[src/rtl/riscv_fetch_queue.sv]
// riscv_fetch_queue: prefetches aligned 32-bit words from the I-cache into a
// halfword-granular circular queue. It realigns 16/32-bit RV32IC instructions
// and issues one instruction per cycle to ID on a valid/ready handshake.
module riscv_fetch_queue #(
    parameter int unsigned FQ_DEPTH = 8,
    parameter logic [31:0] RESET_PC = 32'h0000_0000
) (
    input  logic        clk,
    input  logic        rst_n,
    input  logic        redirect_valid,
    input  logic [31:0] redirect_pc,
    output logic        ICACHE_ren,
    output logic        ICACHE_wen,
    output logic [29:0] ICACHE_addr,
    output logic [31:0] ICACHE_wdata,
    input  logic        ICACHE_stall,
    input  logic [31:0] ICACHE_rdata,
    output logic        out_valid,
    input  logic        out_ready,
    output logic [31:0] out_inst,
    output logic [31:0] out_pc,
    output logic        out_compressed
);

    localparam int unsigned    PTR_W   = $clog2(FQ_DEPTH);
    localparam logic [PTR_W:0] DEPTH_C = (PTR_W + 1)'(FQ_DEPTH);
    localparam logic [PTR_W:0] ONE_C   = (PTR_W + 1)'(1);
    localparam logic [PTR_W:0] TWO_C   = (PTR_W + 1)'(2);

    typedef enum logic {
        FETCH = 1'b0,
        DROP  = 1'b1
    } state_t;

    state_t           state, state_next;
    logic [15:0]      fq_mem [FQ_DEPTH];
    logic [PTR_W-1:0] head, tail, head_nxt, tail_nxt;
    logic [PTR_W:0]   count, free_cnt, push_cnt, pop_cnt;
    logic [31:0]      head_pc, pop_bytes;
    logic [29:0]      fetch_addr, drop_addr;
    logic             skip_lo, pend;
    logic             push_en, pop_en, is_comp;
    logic [15:0]      half0, half1;
    logic             unused_pc_bit;

    assign unused_pc_bit = redirect_pc[0];

    assign ICACHE_wen   = 1'b0;
    assign ICACHE_wdata = '0;

    assign head_nxt = head + PTR_W'(1);
    assign tail_nxt = tail + PTR_W'(1);
    assign half0    = fq_mem[head];
    assign half1    = fq_mem[head_nxt];
    assign is_comp  = (half0[1:0] != 2'b11);
    assign free_cnt = DEPTH_C - count;

    // Fetch request, response routing, head decode and FSM next state.
    always_comb begin
        ICACHE_ren     = 1'b0;
        ICACHE_addr    = fetch_addr;
        state_next     = state;
        push_en        = 1'b0;
        pop_en         = 1'b0;
        push_cnt       = '0;
        pop_cnt        = '0;
        pop_bytes      = 32'd0;
        out_valid      = 1'b0;
        out_inst       = '0;
        out_pc         = RESET_PC;
        out_compressed = 1'b0;

        if (rst_n) begin
            // DROP keeps presenting the abandoned miss until the cache lets go.
            if (state == DROP) begin
                ICACHE_ren  = 1'b1;
                ICACHE_addr = drop_addr;
            end else begin
                ICACHE_ren = pend || (free_cnt >= TWO_C);
            end

            case (state)
                FETCH: if (redirect_valid && ICACHE_ren && ICACHE_stall) state_next = DROP;
                DROP:  if (!ICACHE_stall) state_next = FETCH;
                default: state_next = FETCH;
            endcase

            push_en = (state == FETCH) && ICACHE_ren && !ICACHE_stall && !redirect_valid;
            if (push_en) push_cnt = skip_lo ? ONE_C : TWO_C;

            out_valid      = ((count != '0) && is_comp) || (count >= TWO_C);
            out_inst       = is_comp ? {16'h0000, half0} : {half1, half0};
            out_pc         = head_pc;
            out_compressed = is_comp;

            pop_en = out_valid && out_ready && !redirect_valid;
            if (pop_en) begin
                pop_cnt   = is_comp ? ONE_C : TWO_C;
                pop_bytes = is_comp ? 32'd2 : 32'd4;
            end
        end
    end

    // Control state: pointers, occupancy, PCs, skip flag and FSM.
    always_ff @(posedge clk) begin
        if (!rst_n) begin
            state      <= FETCH;
            pend       <= 1'b0;
            drop_addr  <= '0;
            head       <= '0;
            tail       <= '0;
            count      <= '0;
            head_pc    <= RESET_PC;
            fetch_addr <= RESET_PC[31:2];
            skip_lo    <= RESET_PC[1];
        end else begin
            state <= state_next;
            pend  <= ICACHE_ren && ICACHE_stall;
            if ((state == FETCH) && (state_next == DROP)) drop_addr <= fetch_addr;

            if (redirect_valid) begin
                head       <= '0;
                tail       <= '0;
                count      <= '0;
                head_pc    <= {redirect_pc[31:1], 1'b0};
                fetch_addr <= redirect_pc[31:2];
                skip_lo    <= redirect_pc[1];
            end else begin
                if (push_en) begin
                    tail       <= tail + push_cnt[PTR_W-1:0];
                    fetch_addr <= fetch_addr + 30'd1;
                    skip_lo    <= 1'b0;
                end
                if (pop_en) begin
                    head    <= head + pop_cnt[PTR_W-1:0];
                    head_pc <= head_pc + pop_bytes;
                end
                count <= count + push_cnt - pop_cnt;
            end
        end
    end

    // Halfword storage; a skipped low half writes only the upper half at tail.
    always_ff @(posedge clk) begin
        if (!rst_n) begin
            for (int unsigned i = 0; i < FQ_DEPTH; i++) fq_mem[i] <= '0;
        end else if (push_en) begin
            if (skip_lo) begin
                fq_mem[tail] <= ICACHE_rdata[31:16];
            end else begin
                fq_mem[tail]     <= ICACHE_rdata[15:0];
                fq_mem[tail_nxt] <= ICACHE_rdata[31:16];
            end
        end
    end

endmodule
[config.mk]
export PLATFORM = sky130hd
export DESIGN_NAME = riscv_fetch_queue
export DESIGN_NICKNAME = d
export VERILOG_FILES = /design/src/rtl/riscv_fetch_queue.sv
export SDC_FILE = /design/constraint.sdc
export NUM_CORES = 1
export LEC_CHECK = 0
export CORE_ASPECT_RATIO = 0.75
export CORE_MARGIN = 2
export CORE_UTILIZATION = 30
export CTS_CLUSTER_SIZE = 16
export DETAILED_ROUTE_END_ITERATION = 10
export MAX_ROUTING_LAYER = met4
export PLACE_DENSITY = 0.54
export SYNTH_ARGS = -nofsm -noshare
export SYNTH_HDL_FRONTEND = slang
export SYNTH_SLANG_ARGS = --single-unit
[constraint.sdc]
create_clock -name clk -period 5.74 [get_ports clk]
set_input_delay 1.148 -clock clk [delete_from_list [all_inputs] [get_ports clk]]
set_output_delay 1.148 -clock clk [all_outputs]
set_load 0.005 [all_outputs]
# --- Word level (Yosys, flattened, before mapping) ---
# Memory sizes are Yosys's and may differ from the RTL's. A register that Yosys moved wholly into a read port is not among the register bits.
# Index checks and enable logic that the tools add are counted.
word_totals:
  register_bits: 105
  ram_bits: 128
  elab_cells: 95
  memories: 1
mem_list:
  columns: ["name", "words", "width", "read_ports", "rd_ports_with_merged_regs", "wr", "line", "text"]
  rows:
  - ["fq_mem", 8, 16, 2, 1, 8, "36", "logic [15:0] fq_mem [FQ_DEPTH];"]
op_classes:
  n_reduce_logical: 20
  n_mux: 49
  add_sub_neg: 9
  n_eq_ne: 1
  n_lt_le_gt_ge: 2
  bitwise_logic: 3
ops:
  columns: ["op", "n"]
  rows:
  - ["32-bit two-way mux", 5]
  - ["30-bit two-way mux", 4]
  - ["16-bit two-way mux", 3]
  - ["32-bit adder", 1]
  - ["16-bit OR reduction", 2]
  - ["30-bit by 1-bit adder with 30-bit output (second input constant)", 1]
  - ["1-bit two-way mux", 23]
  - ["3-bit two-way mux", 7]
  - ["2-bit two-way mux", 6]
  - ["1-bit logical AND", 10]
  - ["4-bit by 2-bit greater-or-equal comparator with 1-bit output (second input constant)", 2]
  - ["3-bit by 1-bit adder with 3-bit output (second input constant)", 2]
  - ["3-bit adder", 2]
  - ["4-bit adder", 1]
  - ["2-bit nonzero test", 2]
  - ["4-bit nonzero test", 1]
  - ["4-bit subtractor", 1]
  - ["4-bit subtractor (first input constant)", 1]
  - ["1-bit zero test", 2]
  - ["1-bit logical OR", 2]
  - ["2-bit != test (second input constant)", 1]
  - ["1-bit inverter", 2]
  - ["1-bit case mux with 2 select lines", 1]
  - ["2-bit OR reduction", 1]
  - ["1-bit OR", 1]

# --- Longest topological paths before layout ---
# Gate-level depths: netlist (run 1).
depth:
  ltp_word: 15
  ltp_mapped: 18
  mapped_depth_nobuf: 16

# --- Worst setup path before layout (run 1) ---
# OpenSTA, ideal clock, no wires.
synth_timing:
  path_type: "input -> register"
  start: "input port out_ready"
  end: "register head_pc[31]"
  slack_ns: 1.232
  required_ns: 5.608
  stages: 14
  n_path_buf: 1
  arrival_ns: 4.375
  setup_ns: 0.132
  cell_sequence: "a21boi_0 -> o21a_4 -> a21oi_4 -> clkbuf_1 -> nor2_1 -> ha_1 -> inv_1 -> fa_1 -> nand3b_1 -> nor2_1 -> nand4_1 -> a2111oi_4 -> xnor2_1 -> a21oi_1"
synth_between:
  elab_chain_cells: 7
  word_cells_on_any_way: 9
  cone_classes: "add/sub: 1; mux: 5; reduce/logical: 3"
synth_rtl:
  columns: ["element", "line", "text"]
  rows:
  - ["start, declared", "19", "input logic out_ready,"]
  - ["1-bit logical AND (*) (2 in a row)", "96", "pop_en = out_valid && out_ready && !redirect_valid;"]
  - ["3-bit two-way mux", "97", "if (pop_en) begin"]
  - ["3-bit two-way mux", "73", "if (rst_n) begin"]
  - ["32-bit adder", "136", "head_pc <= head_pc + pop_bytes;"]
  - ["32-bit two-way mux", "134", "if (pop_en) begin"]
  - ["32-bit two-way mux", "121", "if (redirect_valid) begin"]
  - ["end signal, assigned", "125", "head_pc <= {redirect_pc[31:1], 1'b0};"]
  - ["end signal, assigned", "136", null]
  - ["end, declared", "39", "logic [31:0] head_pc, pop_bytes;"]
# Every way passes the cells marked *; elsewhere a longest branch is shown, timed or not. The select of a mux whose other input is x is not followed.
# A chain may end at the register's enable or synchronous reset.

==> metrics, run 1 <==
status=complete, no violations; count of different cell masters after synthesis=69; vias in the first global route=around 11000; remaining global-route overflow=0; syn avg cell area=10.62 sq um; layout net count=1513; Req. time, crit path=~4.6 ns; Hold WC Path Type=reg2reg; count of state elements after synthesis=roughly 240; Final Slew Violations=0; reg2reg end=head_pc[21]; Worst-Skew Late Latency=~0.56 ns; Num CTS Buffers=28; Post-synth EDFFs=128; pin count of the biggest net entering global routing=53; DRT iter0 DRCs=roughly 1200; CP arrival=3.53 ns; count of non-filler cells in the finished layout=2044; CP Class=reg2out; Synth Area in Simple Gates=12.91%; Final Hold Fails=0; top cell type's share of synthesized area=27.66%; WL/cell=23.75 um; WL final=just under 50000 um; DRT antenna net count=0; core area=45860 sq um; worst slew pin tran=1.262 ns; via density per instance=5.613; Synth Area in Compound Gates=18.06%; vias=11473; Async SR Flop Fraction=0%; VDD IR-drop max=0.1948 mV; gate count after technology mapping=1309; main combinational cell family by area after synthesis=compound AO/OA/AOI/OAI gates; Ys Warns=0; initial antenna violation count=3; DRC=0; most instantiated cells after synthesis=130 x a22o_1, 128 x edfxtp_1, 118 x nand2_1, 111 x nor2_1, 107 x dfxtp_1; first-pass GRT wire length=71310 um; Total GRT Usage=20.25%; maximum clock path buffer count=3; count leader, synth=a22o_1; io pins=199; Die Footprint=~48000 sq um; Final min period=4.681 ns; Mapped Area=approximately 14000 sq um; CP endpoint kind=output pin; total number of placement rows=68; reg-to-reg slack, setup=1.09 ns; max_cap viols=0; fin crit share=81.56%; cell accounting for the most synthesized area=edfxtp_1; Setup TNS Final=0 ns; Die Height=190.4 um; Worst Skew=about 0.022 ns; hold buffers post-CTS=0; adder-cell share of the synthesized area=2.071%; die width=252.5 um; Clock Pin Slew Worst Setup and Hold Paths=0.06 ns; Inst Count DP=1989; Post-CTS Setup Bufs=0; port bufs=roughly 160; PD cells=259.8 nW/um^2; clock tree sinks=between 200 and 250; r2r worst-path depth=14; XOR/XNOR share of the synthesized area=1.197%; worst hold stages=2; HPWL Detailed=32370 um; Final Wtd Congestion=0.9047; Root Buffer=clkbuf_16; CTS tree=done; WHS Endpoint=drop_addr[7]; Worst Setup Start Kind=register; Final setup viols=0; mux cell area share after synthesis=roughly 17%; Layout area overhead=22.20%; RSZ-0062 raised after global routing=no; LEAKAGE=5.990 nW; Hold Path Origin=drop_addr[7]; 1st-pass router iterations=5; htree depth=1; main flop type after synthesis=edfxtp_1; FMAX=213.6 MHz; Initial Util=30.31%; ratio of cells with drive above 1 in the final layout=approximately 15%; # resized after CTS=0; synth top area cells=edfxtp_1 28%, dfxtp_1 15%, mux4_2 10%; Slew HR=15.80%; Seq/Total Area, Yosys=43.07%; CP max FO=16
## worst max-delay path by stage
stage / start / endpoint / slack [ns] / depth (start not counted)
3_5_place_dp: out_ready / head_pc[31] / 0.64 / 15
4_1_cts: register / out_inst[18] / 1.04 / 7
5_1_grt: register / head_pc[31] / 0.81 / 15
6_report: register / out_inst[26] / 1.06 / 7
3_3_place_gp: out_ready / head_pc[31] / 0.67 / 15
2_1_floorplan: out_ready / head_pc[31] / 1.23 / 14
## worst max-delay path, cell delays in order, from the launching register on
cell and delay [ns]:
dfxtp_1 0.71, mux4_2 0.62, mux2i_4 0.35, nor2_1 0.18
nand2_1 0.12, buf_4 0.34, a21oi_1 0.16, clkdlybuf4s50_1 0.49
## where the power goes
part | total (W) | switching, W | internal, W | leakage, nW
Sequential | 0.00192 | 0.0000716 | 0.00185 | 2.20
Clock | 0.00190 | 0.000734 | 0.00117 | 0.478
Combinational | 0.000591 | 0.000327 | 0.000263 | 3.31
## metal layers
layer	track usage, %	part of all wire (%)	up-vias	routed length, um
met2	29.10	44	493	21260
met1	29.04	45	5745	22010
met4	5.667	2.4	0	1176
met3	3.686	8.4	75	4099
met5	-	0	-	0
li1	-	-	5160	-
## cell families after synthesis
kind of cell	count (synthesis)
flip-flops	235
other	1
AO/OA/AOI/OAI	331
XOR/XNOR	19
AND/OR/NAND/NOR	380
adder cells (fa/ha/maj)	20
buffers and inverters	179
multiplexers	144
## sequential cells by signal, summed over array words and instances, names as in the netlist, named ones only
name and flops:
state 1, head_pc 31, fetch_addr 30, drop_addr 30
pend 1, head 3, tail 3, fq_mem 128
count 4, skip_lo 1
## metrics by stage
step                      cell area [sq um]  power [W]  setup slack [ns]  hold slack [ns]  utilization, %
final                                 16980   0.004412             1.059           0.4908           37.03
after global placement                16000   0.002536            0.6693           0.4711           34.88
after floorplan                       14020   0.002286             1.233           0.4597               -
after detailed placement              16000   0.002543            0.6396           0.4795           34.88
after global routing                  16980   0.004566            0.8071           0.5244           37.03
after CTS                             16980   0.004444             1.036           0.4976           37.02
## cells in the final DEF, fill, tap and decap left out, drive strengths merged, types with 15 or more instances in the layout
cell type | netlist | final
nor3 | 22 | 22
nand3 | 25 | 25
a22o | 130 | 130
nand2 | 118 | 118
mux4 | 64 | 64
ha | 15 | 15
a31oi | 21 | 21
buf | 95 | 42
and2 | 29 | 29
clkbuf | 56 | 34
or3 | 15 | 15
conb | 1 | 34
nor2 | 111 | 111
mux2i | 47 | 47
dfxtp | 107 | 107
a21oi | 58 | 58
clkdlybuf4s50 | 0 | 161
mux2 | 33 | 33
o21ai | 44 | 44
inv | 28 | 27
edfxtp | 128 | 128
## area by class of cell
type	instances	area, sq um
fill	4480	28880
clock buffer	34	764.5
sequential	235	5988
timing repair buffer	203	1922
antenna	3	7.507
multi-input combinational	928	7237
tap	595	744.5
inverter	28	106.4
clock inverter	18	214.0
(Power assumes the default switching activity.)
==> run 2, diff against run 1 <==
==> constraint.sdc (replaced) <==
create_clock -name clk -period 4.9 [get_ports clk]
set_input_delay 0.98 -clock clk [delete_from_list [all_inputs] [get_ports clk]]
set_output_delay 0.98 -clock clk [all_outputs]
set_load 0.005 [all_outputs]
==> run 2 against run 1 <==
Die area unchanged. Clock skew down 0.0094 ns. Core utilization increased by 0.18 points. Final cell count is 1.0% higher. Sequential share of layout area down 0.17 points. Clock-buffer cell count rose by 1. Power is 13% higher. Critical path depth is 1 lower. Hold slack worse by 0.0014 ns. Critical endpoint is now out_inst[31]. Highest routed layer unchanged.
==> metrics, run 2 (same netlist as run 1, synthesis figures left out) <==
status=complete, no violations (unchanged); Logic pwr share=14.0% (was 13.4%); VDD IR-drop max=0.2099 mV (was 0.1948 mV); top flop regs=fq_mem (128), head_pc (31) (unchanged); pin count of the biggest net entering global routing=56 (was 53); Setup TNS Final=0 ns (unchanged); worst slew pin tran=1.012 ns (was 1.262 ns); Largest register FFs=128 (unchanged); ratio of cells with drive above 1 in the final layout=15.45% (was 14.73%); Final Slew Violations=0 (unchanged); WL final=47750 um (was 48540 um); Hold WC Path Type=reg2reg (unchanged); Fillers=4471 (was 4480); DRT iter0 DRCs=992 (was 1223); Worst Setup Start Kind=register (unchanged); Sw Ratio=25.83% (was 25.68%); DRC=0 (unchanged); Initial Util=30.31% (unchanged); WP buf/inv=2 (unchanged); DRT antenna net count=0 (unchanged); net switching power=0.001293 W (was 0.001133 W); FMAX=235.1 MHz; CP endpoint kind=output pin (unchanged); Num CTS Buffers=28 (unchanged); max incr delay on CP=0.91 ns (was 0.71 ns); core area=45860 sq um (unchanged); Clock Pin Slew Worst Setup and Hold Paths=0.06 ns (about the same); Final setup viols=0 (unchanged); Layout area overhead=22.79% (was 22.20%); Total GRT Usage=19.95% (was 20.25%); first-pass GRT wire length=70660 um (was 71310 um); CP max FO=16 (unchanged); remaining global-route overflow=0 (unchanged); fin util=37.21% (was 37.03%); Req. time, crit path=3.92 ns (was 4.59 ns); Die Height=190.4 um (unchanged); Worst-Skew Late Latency=0.55 ns (was 0.56 ns); port bufs=163 (unchanged); Final Worst Setup Slack=0.6472 ns (was 1.059 ns); max_cap viols=0 (unchanged); WL/cell=23.12 um (was 23.75 um); Root Buffer=clkbuf_16 (unchanged); CP Class=reg2out (unchanged); LEAKAGE=6.079 nW (was 5.990 nW); Inst Count DP=2013 (was 1989); vias in the first global route=10978 (was 10862); Total Power Consumption=0.005007 W (was 0.004412 W); fin crit share=between 80 and 90%; CTS tree=done (unchanged); commonest cells after routing, fill and taps aside=161 x clkdlybuf4s50_1, 130 x a22o_1, 128 x edfxtp_1, 118 x nand2_1, 111 x nor2_1 (was 161 x clkdlybuf4s50_1, 130 x a22o_1, 128 x edfxtp_1, 118 x nand2_1, 106 x nor2_1); Final Hold Fails=0 (unchanged); 1st-pass router iterations=5 (unchanged); Clk pwr share=41.0% (was 43.0%); Final Wtd Congestion=0.8807 (was 0.9047); delay-heaviest family, CP=adder cells (was multiplexers); PD cells=293.4 nW/um^2 (was 259.8 nW/um^2); die width=252.5 um (unchanged); htree depth=1 (unchanged); Final min period=4.253 ns; maximum clock path buffer count=3 (unchanged); worst setup path startpoint=head[1]; Slew HR=32.18% (was 15.80%); RSZ-0062 raised after global routing=no (unchanged); # resized after CTS=0 (unchanged); Hold Path Origin=drop_addr[13] (was drop_addr[7]); via density per instance=5.547 (was 5.613); clock tree sinks=235 (unchanged); internal power consumption=0.003714 W (was 0.003279 W); HPWL Detailed=32640 um (was 32370 um); vias=11454 (was 11473); Seq pwr share=44.9% (was 43.6%); critical path, cell by cell=ha_1 -> buf_4 -> mux4_2 -> nand2_1 -> a21oi_1 -> clkdlybuf4s50_1 (was mux4_2 -> mux2i_4 -> nor2_1 -> nand2_1 -> buf_4 -> a21oi_1 -> clkdlybuf4s50_1); total number of placement rows=68 (unchanged); Worst Skew=0.01265 ns (was 0.02207 ns); Post-Place Worst Slack=0.3068 ns (was 0.6396 ns); initial antenna violation count=0 (was 3); hold buffers post-CTS=0 (unchanged); commonest non-fill, non-tap cell in the layout=clkdlybuf4s50_1 (unchanged); Largest Register=fq_mem (unchanged); CP arrival=3.27 ns (was 3.53 ns); Post-CTS Setup Bufs=0 (unchanged); Die Footprint=48080 sq um (unchanged); layout net count=1537 (was 1513); count of non-filler cells in the finished layout=2065 (was 2044); critical path's slowest cell=ha_1 (was dfxtp_1); io pins=199 (unchanged)
## run 2: changes by cell type in the layout (fill, tap and decap cells not counted), moves of 3 or more
| cell | previous run | this run |
|---|---|---|
| nor2_1 | 106 | 111 |
| buf_4 | 40 | 64 |
| nor2_2 | 5 | 0 |
| clkbuf_1 | 3 | 6 |
## run 2: worst min-delay path, delay by kind of cell, from the launching register on
kind	cells	cell delay, ns
AND/OR/NAND/NOR	1	0.07
flip-flops	1	0.32
multiplexers	1	0.07
## run 2: path summary, 6_finish.rpt
kind	slack [ns]	to	cells past startpoint
setup / recovery	0.65	out_inst[31]	6
hold / removal	0.49	drop_addr[13]	2
setup reg to reg	0.68	head_pc[21]	15
hold reg to reg	0.49	drop_addr[13]	2
## run 2: layer usage
layer  track usage (%)  vias to the layer above  part of all wire, %
met4             4.916                        0                  2.2
met3             2.512                       77                  7.0
met5                 -                        -                    0
li1                  -                     5197                    -
met1             28.90                     5758                   47
met2             29.48                      422                   44
## run 2: area by class of cell
cell class | instances | area, sq um | area share (%)
Multi-Input combinational cell | 928 | 7224 | 42.33
Clock inverter | 16 | 150.1 | 0.8798
Antenna cell | 1 | 2.502 | 0.01466
Inverter | 28 | 106.4 | 0.6232
Tap cell | 595 | 744.5 | 4.362
Clock buffer | 35 | 748.2 | 4.384
Timing Repair Buffer | 227 | 2102 | 12.32
Sequential cell | 235 | 5988 | 35.09
## run 2: metrics by stage
step	hold slack, ns	area [sq um]
6_report	0.4894	17070
3_3_place_gp	0.4718	16170
2_1_floorplan	0.4597	14020
3_5_place_dp	0.4844	16170
4_1_cts	0.4985	17060
5_1_grt	0.5251	17060
## run 2: power by group through the flow
stage,registers (W),logic (W),clock network [W]
floorplan,0.00226,0.000421,0
global placement,0.00228,0.000694,0
detailed placement,0.00229,0.000698,0
CTS,0.00225,0.000701,0.00209
global route,0.00226,0.000752,0.00218
finish,0.00225,0.000702,0.00206
